<file path="src/rtl/timer_bank_if.sv">
// Bus port bundle for timer_bank: CPU-to-device bridge address/data/write-enable
// towards the device and combinational read data back.
interface timer_bank_if;
  logic [31:0] Addr;
  logic [31:0] WD;
  logic        WE;
  logic [31:0] RD;

  modport master (output Addr, output WD, output WE, input RD);
  modport slave  (input Addr, input WD, input WE, output RD);
endinterface

</file>
<file path="src/rtl/timer_bank.sv">
// timer_bank: N_CH independent down-counting timers on the bridge bus.
// Per channel: CTRL (EN/MODE/IM/PEND/PSC), PRESET, COUNT (RO), CMP.
// Modes: 0/3 one-shot IRQ, 1 auto-reload IRQ, 2 auto-reload PWM.
// Optional feature macro: PRESCALER_EN (CTRL[15:8] prescaler, tick every PSC+1 cycles).
module timer_bank #(
  parameter int unsigned N_CH      = 4,
  parameter int unsigned CNT_W     = 32,
  parameter logic [31:0] BASE_ADDR = 32'h0000_7F00,
  parameter int unsigned CH_STRIDE = 16
) (
  input  logic            CLK,
  input  logic            RST,
  timer_bank_if.slave     bus,
  output logic [N_CH-1:0] IRQ,
  output logic [N_CH-1:0] PWM_OUT
);

  typedef enum logic [1:0] {S_IDLE, S_LOAD, S_CNT, S_INT} state_t;

  localparam int unsigned SH = $clog2(CH_STRIDE);

  logic [31:0]     w_off;
  logic [31:0]     w_ch;
  logic [31:0]     w_inner;
  logic            w_hit;
  logic [N_CH-1:0] w_sel;
  logic [31:0]     w_rd_ch [N_CH];

  assign w_off   = bus.Addr - BASE_ADDR;
  assign w_ch    = w_off >> SH;
  assign w_inner = w_off & (CH_STRIDE - 1);
  // Below-base addresses wrap to a huge channel number and miss naturally.
  assign w_hit   = (w_ch < N_CH) && (w_inner < 32'd16);

  // Channel select decode
  always_comb begin
    for (int unsigned c = 0; c < N_CH; c++) w_sel[c] = w_hit && (w_ch == c);
  end

  // Read mux: only the selected channel contributes
  always_comb begin
    bus.RD = '0;
    for (int unsigned c = 0; c < N_CH; c++)
      if (w_sel[c]) bus.RD = bus.RD | w_rd_ch[c];
  end

  for (genvar c = 0; c < N_CH; c++) begin : g_ch
    state_t           r_state, w_state_d;
    logic             r_en, w_en_d;
    logic [1:0]       r_mode;
    logic             r_im;
    logic             r_pend, w_pend_d;
    logic [CNT_W-1:0] r_preset, r_count, w_count_d, r_cmp;
    logic             w_tick;
    logic [7:0]       w_psc_rd;
    logic             w_we_ctrl, w_we_preset, w_we_cmp;
    logic [31:0]      w_rd;

    assign w_we_ctrl   = bus.WE && w_sel[c] && (w_off[3:0] == 4'h0);
    assign w_we_preset = bus.WE && w_sel[c] && (w_off[3:0] == 4'h4);
    assign w_we_cmp    = bus.WE && w_sel[c] && (w_off[3:0] == 4'hC);

`ifdef PRESCALER_EN
    logic [7:0] r_psc, r_psc_cnt, w_psc_cnt_d;
    assign w_tick   = (r_psc_cnt >= r_psc);
    assign w_psc_rd = r_psc;

    // Prescaler divide value and running prescale count
    always_ff @(posedge CLK or negedge RST) begin
      if (!RST) begin
        r_psc     <= '0;
        r_psc_cnt <= '0;
      end else begin
        if (w_we_ctrl) r_psc <= bus.WD[15:8];
        r_psc_cnt <= w_psc_cnt_d;
      end
    end
`else
    assign w_tick   = 1'b1;
    assign w_psc_rd = '0;
`endif

    // Next-state, counter, EN and PEND update for this channel.
    // Expiry is resolved on the CNT cycle that sees COUNT==0, so the register
    // never holds S_INT; this gives the PRESET+2 period with COUNT==0 visible in CNT.
    always_comb begin
      w_state_d = r_state;
      w_count_d = r_count;
      w_en_d    = r_en;
      w_pend_d  = r_pend;
`ifdef PRESCALER_EN
      w_psc_cnt_d = r_psc_cnt;
`endif
      if (w_we_ctrl) begin
        w_en_d = bus.WD[0];
        if (bus.WD[4]) w_pend_d = 1'b0;
      end
      case (r_state)
        S_IDLE: if (w_en_d) w_state_d = S_LOAD;
        S_LOAD: begin
          w_count_d = r_preset;
          w_state_d = S_CNT;
`ifdef PRESCALER_EN
          w_psc_cnt_d = '0;
`endif
        end
        S_CNT: begin
          if (r_count == '0) begin
            case (r_mode)
              2'd1: begin
                w_pend_d  = 1'b1;
                w_state_d = S_LOAD;
              end
              2'd2: w_state_d = S_LOAD;
              default: begin
                w_pend_d  = 1'b1;
                w_en_d    = 1'b0;
                w_state_d = S_IDLE;
              end
            endcase
          end else begin
            if (w_tick) w_count_d = r_count - CNT_W'(1);
`ifdef PRESCALER_EN
            w_psc_cnt_d = w_tick ? '0 : r_psc_cnt + 8'd1;
`endif
          end
        end
        default: w_state_d = S_IDLE;
      endcase
      // Disabling from the bus stops the channel with COUNT frozen.
      if (w_we_ctrl && !bus.WD[0]) begin
        w_state_d = S_IDLE;
        w_count_d = r_count;
      end
    end

    // Channel state and registers
    always_ff @(posedge CLK or negedge RST) begin
      if (!RST) begin
        r_state  <= S_IDLE;
        r_en     <= 1'b0;
        r_mode   <= '0;
        r_im     <= 1'b0;
        r_pend   <= 1'b0;
        r_preset <= '0;
        r_count  <= '0;
        r_cmp    <= '0;
      end else begin
        r_state <= w_state_d;
        r_en    <= w_en_d;
        r_pend  <= w_pend_d;
        r_count <= w_count_d;
        if (w_we_ctrl) begin
          r_mode <= bus.WD[2:1];
          r_im   <= bus.WD[3];
        end
        if (w_we_preset) r_preset <= bus.WD[CNT_W-1:0];
        if (w_we_cmp)    r_cmp    <= bus.WD[CNT_W-1:0];
      end
    end

    // Per-channel register read word, zero-extended
    always_comb begin
      w_rd = '0;
      case (w_off[3:0])
        4'h0: begin
          w_rd[0]    = r_en;
          w_rd[2:1]  = r_mode;
          w_rd[3]    = r_im;
          w_rd[4]    = r_pend;
          w_rd[15:8] = w_psc_rd;
        end
        4'h4:    w_rd[CNT_W-1:0] = r_preset;
        4'h8:    w_rd[CNT_W-1:0] = r_count;
        4'hC:    w_rd[CNT_W-1:0] = r_cmp;
        default: w_rd = '0;
      endcase
    end

    assign w_rd_ch[c]  = w_rd;
    assign IRQ[c]      = r_pend && r_im;
    assign PWM_OUT[c]  = (r_mode == 2'd2) && (r_state == S_CNT) && (r_count <= r_cmp);
  end

endmodule

</file>
<file path="src/flat_wrapper.sv">
// flat-port wrapper written by rule: the top's interface ports become plain ports
module timer_bank_flat 
#(
  parameter int unsigned N_CH      = 4,
  parameter int unsigned CNT_W     = 32,
  parameter logic [31:0] BASE_ADDR = 32'h0000_7F00,
  parameter int unsigned CH_STRIDE = 16
)
  (CLK, RST, IRQ, PWM_OUT, bus_Addr, bus_WD, bus_WE, bus_RD);
  timer_bank_if bus_i ();
  input  logic CLK;
  input  logic RST;
  output logic [N_CH-1:0] IRQ;
  output logic [N_CH-1:0] PWM_OUT;
  input wire logic [$bits(bus_i.Addr)-1:0] bus_Addr;
  input wire logic [$bits(bus_i.WD)-1:0] bus_WD;
  input wire logic [$bits(bus_i.WE)-1:0] bus_WE;
  output wire logic [$bits(bus_i.RD)-1:0] bus_RD;
  assign bus_i.Addr = bus_Addr;
  assign bus_i.WD = bus_WD;
  assign bus_i.WE = bus_WE;
  assign bus_RD = bus_i.RD;
  timer_bank #(.N_CH(N_CH), .CNT_W(CNT_W), .BASE_ADDR(BASE_ADDR), .CH_STRIDE(CH_STRIDE)) u_core (.CLK(CLK), .RST(RST), .bus(bus_i), .IRQ(IRQ), .PWM_OUT(PWM_OUT));
endmodule
</file>
<file path="config.mk">
export PLATFORM = sky130hd
export DESIGN_NAME = timer_bank_flat
export DESIGN_NICKNAME = d
export VERILOG_FILES = /design/src/rtl/timer_bank_if.sv /design/src/rtl/timer_bank.sv /design/src/flat_wrapper.sv
export SDC_FILE = /design/constraint.sdc
export NUM_CORES = 1
export LEC_CHECK = 0
export ABC_CLOCK_PERIOD_IN_PS = 3310
export BUFFER_PORTS_ARGS = -buffer_cell sky130_fd_sc_hd__buf_4
export CAP_MARGIN = 20
export CORE_UTILIZATION = 60
export CTS_CLUSTER_DIAMETER = 50
export DETAILED_ROUTE_END_ITERATION = 8
export PLACE_DENSITY = 0.78
export REMOVE_ABC_BUFFERS = 1
export SLEW_MARGIN = 20
export SYNTH_ARGS = -nofsm -noshare
export SYNTH_HDL_FRONTEND = slang
export SYNTH_SLANG_ARGS = --single-unit
export TNS_END_PERCENT = 1
</file>
<file path="constraint.sdc">
create_clock -name CLK -period 3.31 [get_ports CLK]
set_clock_uncertainty 0.05 [all_clocks]
set_input_delay 0.331 -clock CLK [delete_from_list [all_inputs] [get_ports CLK]]
set_output_delay 0.331 -clock CLK [all_outputs]
set_load 0.05 [all_outputs]
</file>
==> qor.yml <==
status: "finished with violations"
failed_checks: "negative setup slack"
clkPwrFrac_pct: 50.5
io_pins: 107
min_delay_path_depth: 3
most-common-layout-cells: "399 x dfrtp_1, 289 x o21ai_0, 275 x nand2_1"
pwr_density_cell_nw_per_um2: 401
timing.final.ws_setup_ns: -0.0280
switching_share_pct: 23.7
path_clk_slew_ns: 0.06
slew_headroom_pct: 26.8
vias_per_cell: 6.95
p_leak_nw: 13.1
r2r-end: "u_core.g_ch[3].r_state[0]"
internal_power_mw: 8.84
track_usage_pct: 39.2
place_hpwl_mm: 57.3
initial_utilization_pct: 61.3
ys_seq_area_share_pct: 42.0
p_sw_mw: 2.75
ir_drop_mv: 0.435
ant_nets: 0
cts.path.max_buffers: 3
gp_congestion: 0.986
synthFlopType: "dfrtp_1"
avgSynthCellArea_sq_um: 9.53
layout_commonest_cell: "dfrtp_1"
timing.hold.ws_ns: 0.0188
fin_nets: 2932
end_kind: "primary output"
placed_area_sq_um: 26600
p_total_mw: 11.6
wirelength_mm: 81.1
ys_warn_count: 0
worstHoldStart: "bus_WD[15]"
grt_start_max_net_pins: 79
cts_buffers: 50
portBuffers: 106
worst_slew_pin_slew_ns: 1.09
crit_type: "reg2out"
slew_violations: 0
synth-edff-count: 0
rsz0062_at_grt: "true"
ys_ff_latch: 412
drv_cap: 0
worstPathArrival_ns: 2.96
syn_area_sq_um: 24500
hold_viol_final: 0
overflow: 0
cts_tree: "done"
r2r_start: "u_core.g_ch[3].r_count[0]"
clock.fmax_mhz: 300
setup_viol: 1
drive_gt1_share_pct: 21.0
r2r_cells: 9
dp_cells: 3156
cp_max_fo: 2
fin_setup_tns_ns: -0.0280
vias: 22796
die_h_microns: 204
hold-path-endpoint: "u_core.g_ch[0].r_cmp[15]"
finalCritPeriodShare_pct: 101
cp-start-kind: "flop"
crit_start: "u_core.g_ch[0].r_cmp[31]"
die_area_sq_um: 41700
grt_first_pass_wirelength_mm: 125
combPwrFrac_pct: 5.9
min_period_ns: 3.34
p_seq_share_pct: 43.6
drt-initial-drc-count: 3350
root_buffer: "clkbuf_16"
fill_cells: 2979
drc: 0
fin_cells: 3278
yosysUniqueCellTypes: 69
fin_area_sq_um: 28900
num_rows: 73
first_pass_iters: 9
post_drt_wl_per_cell_microns: 24.7
htreeDepth: 2
worst_skew_pair.late_latency_ns: 0.61
async_flop_share_pct: 100
area_growth_pct: 17.7
core-area_sq_um: 40000
r2r_setup_slack_ns: 0.11
numClockSinks: 412
required_ns: 2.93
die_w_microns: 204
grt_pass1_vias: 21660
antenna_found_initial: 3
syn_inst: 2573
min_path_type: "in2reg"
power groups by stage:
stage	Clock, mW	Combinational, mW	Sequential [mW]
final	5.85	0.686	5.05
after global routing	6.12	0.728	5.05
after CTS	5.89	0.668	5.05
after detailed placement	0	0.647	5.14
after global placement	0	0.639	5.14
after floorplan	0	0.222	5.14
synthesized netlist by cell type, types with 13 or more instances:
cell	instances	share of area (%)
a211oi_1	15	0.46
a21o_1	13	0.40
a21oi_1	109	2.2
a221oi_1	22	0.79
a222oi_1	111	4.5
a22oi_1	57	1.7
buf_2	16	0.33
clkbuf_1	143	2.2
dfrtp_1	412	42
ha_1	152	7.8
inv_1	163	2.5
mux2_2	143	6.6
mux4_2	32	2.9
nand2_1	276	4.2
nand2b_1	13	0.33
nand3_1	56	1.1
nand4_1	30	0.77
nor2_1	131	2.0
nor3_1	89	1.8
nor4_1	33	0.84
o211ai_1	14	0.43
o21ai_0	291	5.9
o22ai_1	23	0.59
or3_1	24	0.61
or4_1	23	0.70
how the worst max path moves through the flow:
stage	cells after the start	end	slack, ns
finish	9	PWM_OUT[0]	-0.03
global route	9	PWM_OUT[0]	-0.07
CTS	9	PWM_OUT[1]	-0.03
detailed placement	9	u_core.g_ch[3].r_state[0]	0.14
global placement	9	u_core.g_ch[3].r_state[0]	0.23
floorplan	6	bus_RD[1]	-3.22
sequential cells by signal, indices dropped and copies added (netlist names):
signal,cells
u_core.g_ch.r_mode,8
u_core.g_ch.r_im,4
u_core.g_ch.r_en,4
u_core.g_ch.r_cmp,128
u_core.g_ch.r_count,128
u_core.g_ch.r_state,8
u_core.g_ch.r_pend,4
u_core.g_ch.r_preset,128
stage by stage:
stage / worst slack (ns) / util (%)
final: -0.0280 / 72.2
after global routing: -0.0743 / 72.2
after CTS: -0.0313 / 71.9
after detailed placement: 0.143 / 66.5
after global placement: 0.230 / 66.5
after floorplan: -3.22 / -
cells by family after synthesis:
logic type      share of synthesized area, %
simple gates                            14.6
mux                                     9.99
fa+ha+maj                               7.75
compound gates                          20.5
flops                                   42.0
buf+inv                                 5.15
worst max-delay path: stages (launching register included):
cell     delay (ns)
dfrtp_1        0.35
inv_1          0.06
ha_1           0.30
nand4_1        0.17
nor2_2         0.17
nand2_1        0.11
or3_4          0.39
or4_4          0.46
o21ai_4        0.17
buf_6          0.17
repair_timing:
action | in CTS | in global routing
endpoints found under the setup margin | 4 | 12
hold endpoints to repair | 112 | 0
setup buffers | 7 | 3
pin swaps | 8 | 9
hold buffers | 19 | 0
resized for setup | 36 | 24
final cells by class:
type | instances | area, sq um | share of cell area [%]
sequential | 412 | 10300 | 35.8
antenna | 1 | 2.50 | 0.00867
inverter | 163 | 612 | 2.12
clock inverter | 22 | 313 | 1.08
tap | 525 | 657 | 2.27
timing repair buffer | 255 | 2280 | 7.89
clock buffer | 69 | 1430 | 4.94
multi-input combinational | 1831 | 13300 | 45.9
per-layer routing:
layer | up-vias | track usage [%] | part of all wire (%)
met5 | - | 0 | 0
met4 | 0 | 16.7 | 4.5
met3 | 247 | 6.98 | 11
met2 | 1366 | 61.5 | 46
met1 | 11200 | 53.6 | 39
li1 | 9983 | - | -
Note: power is estimated with default switching activity, not from simulation.
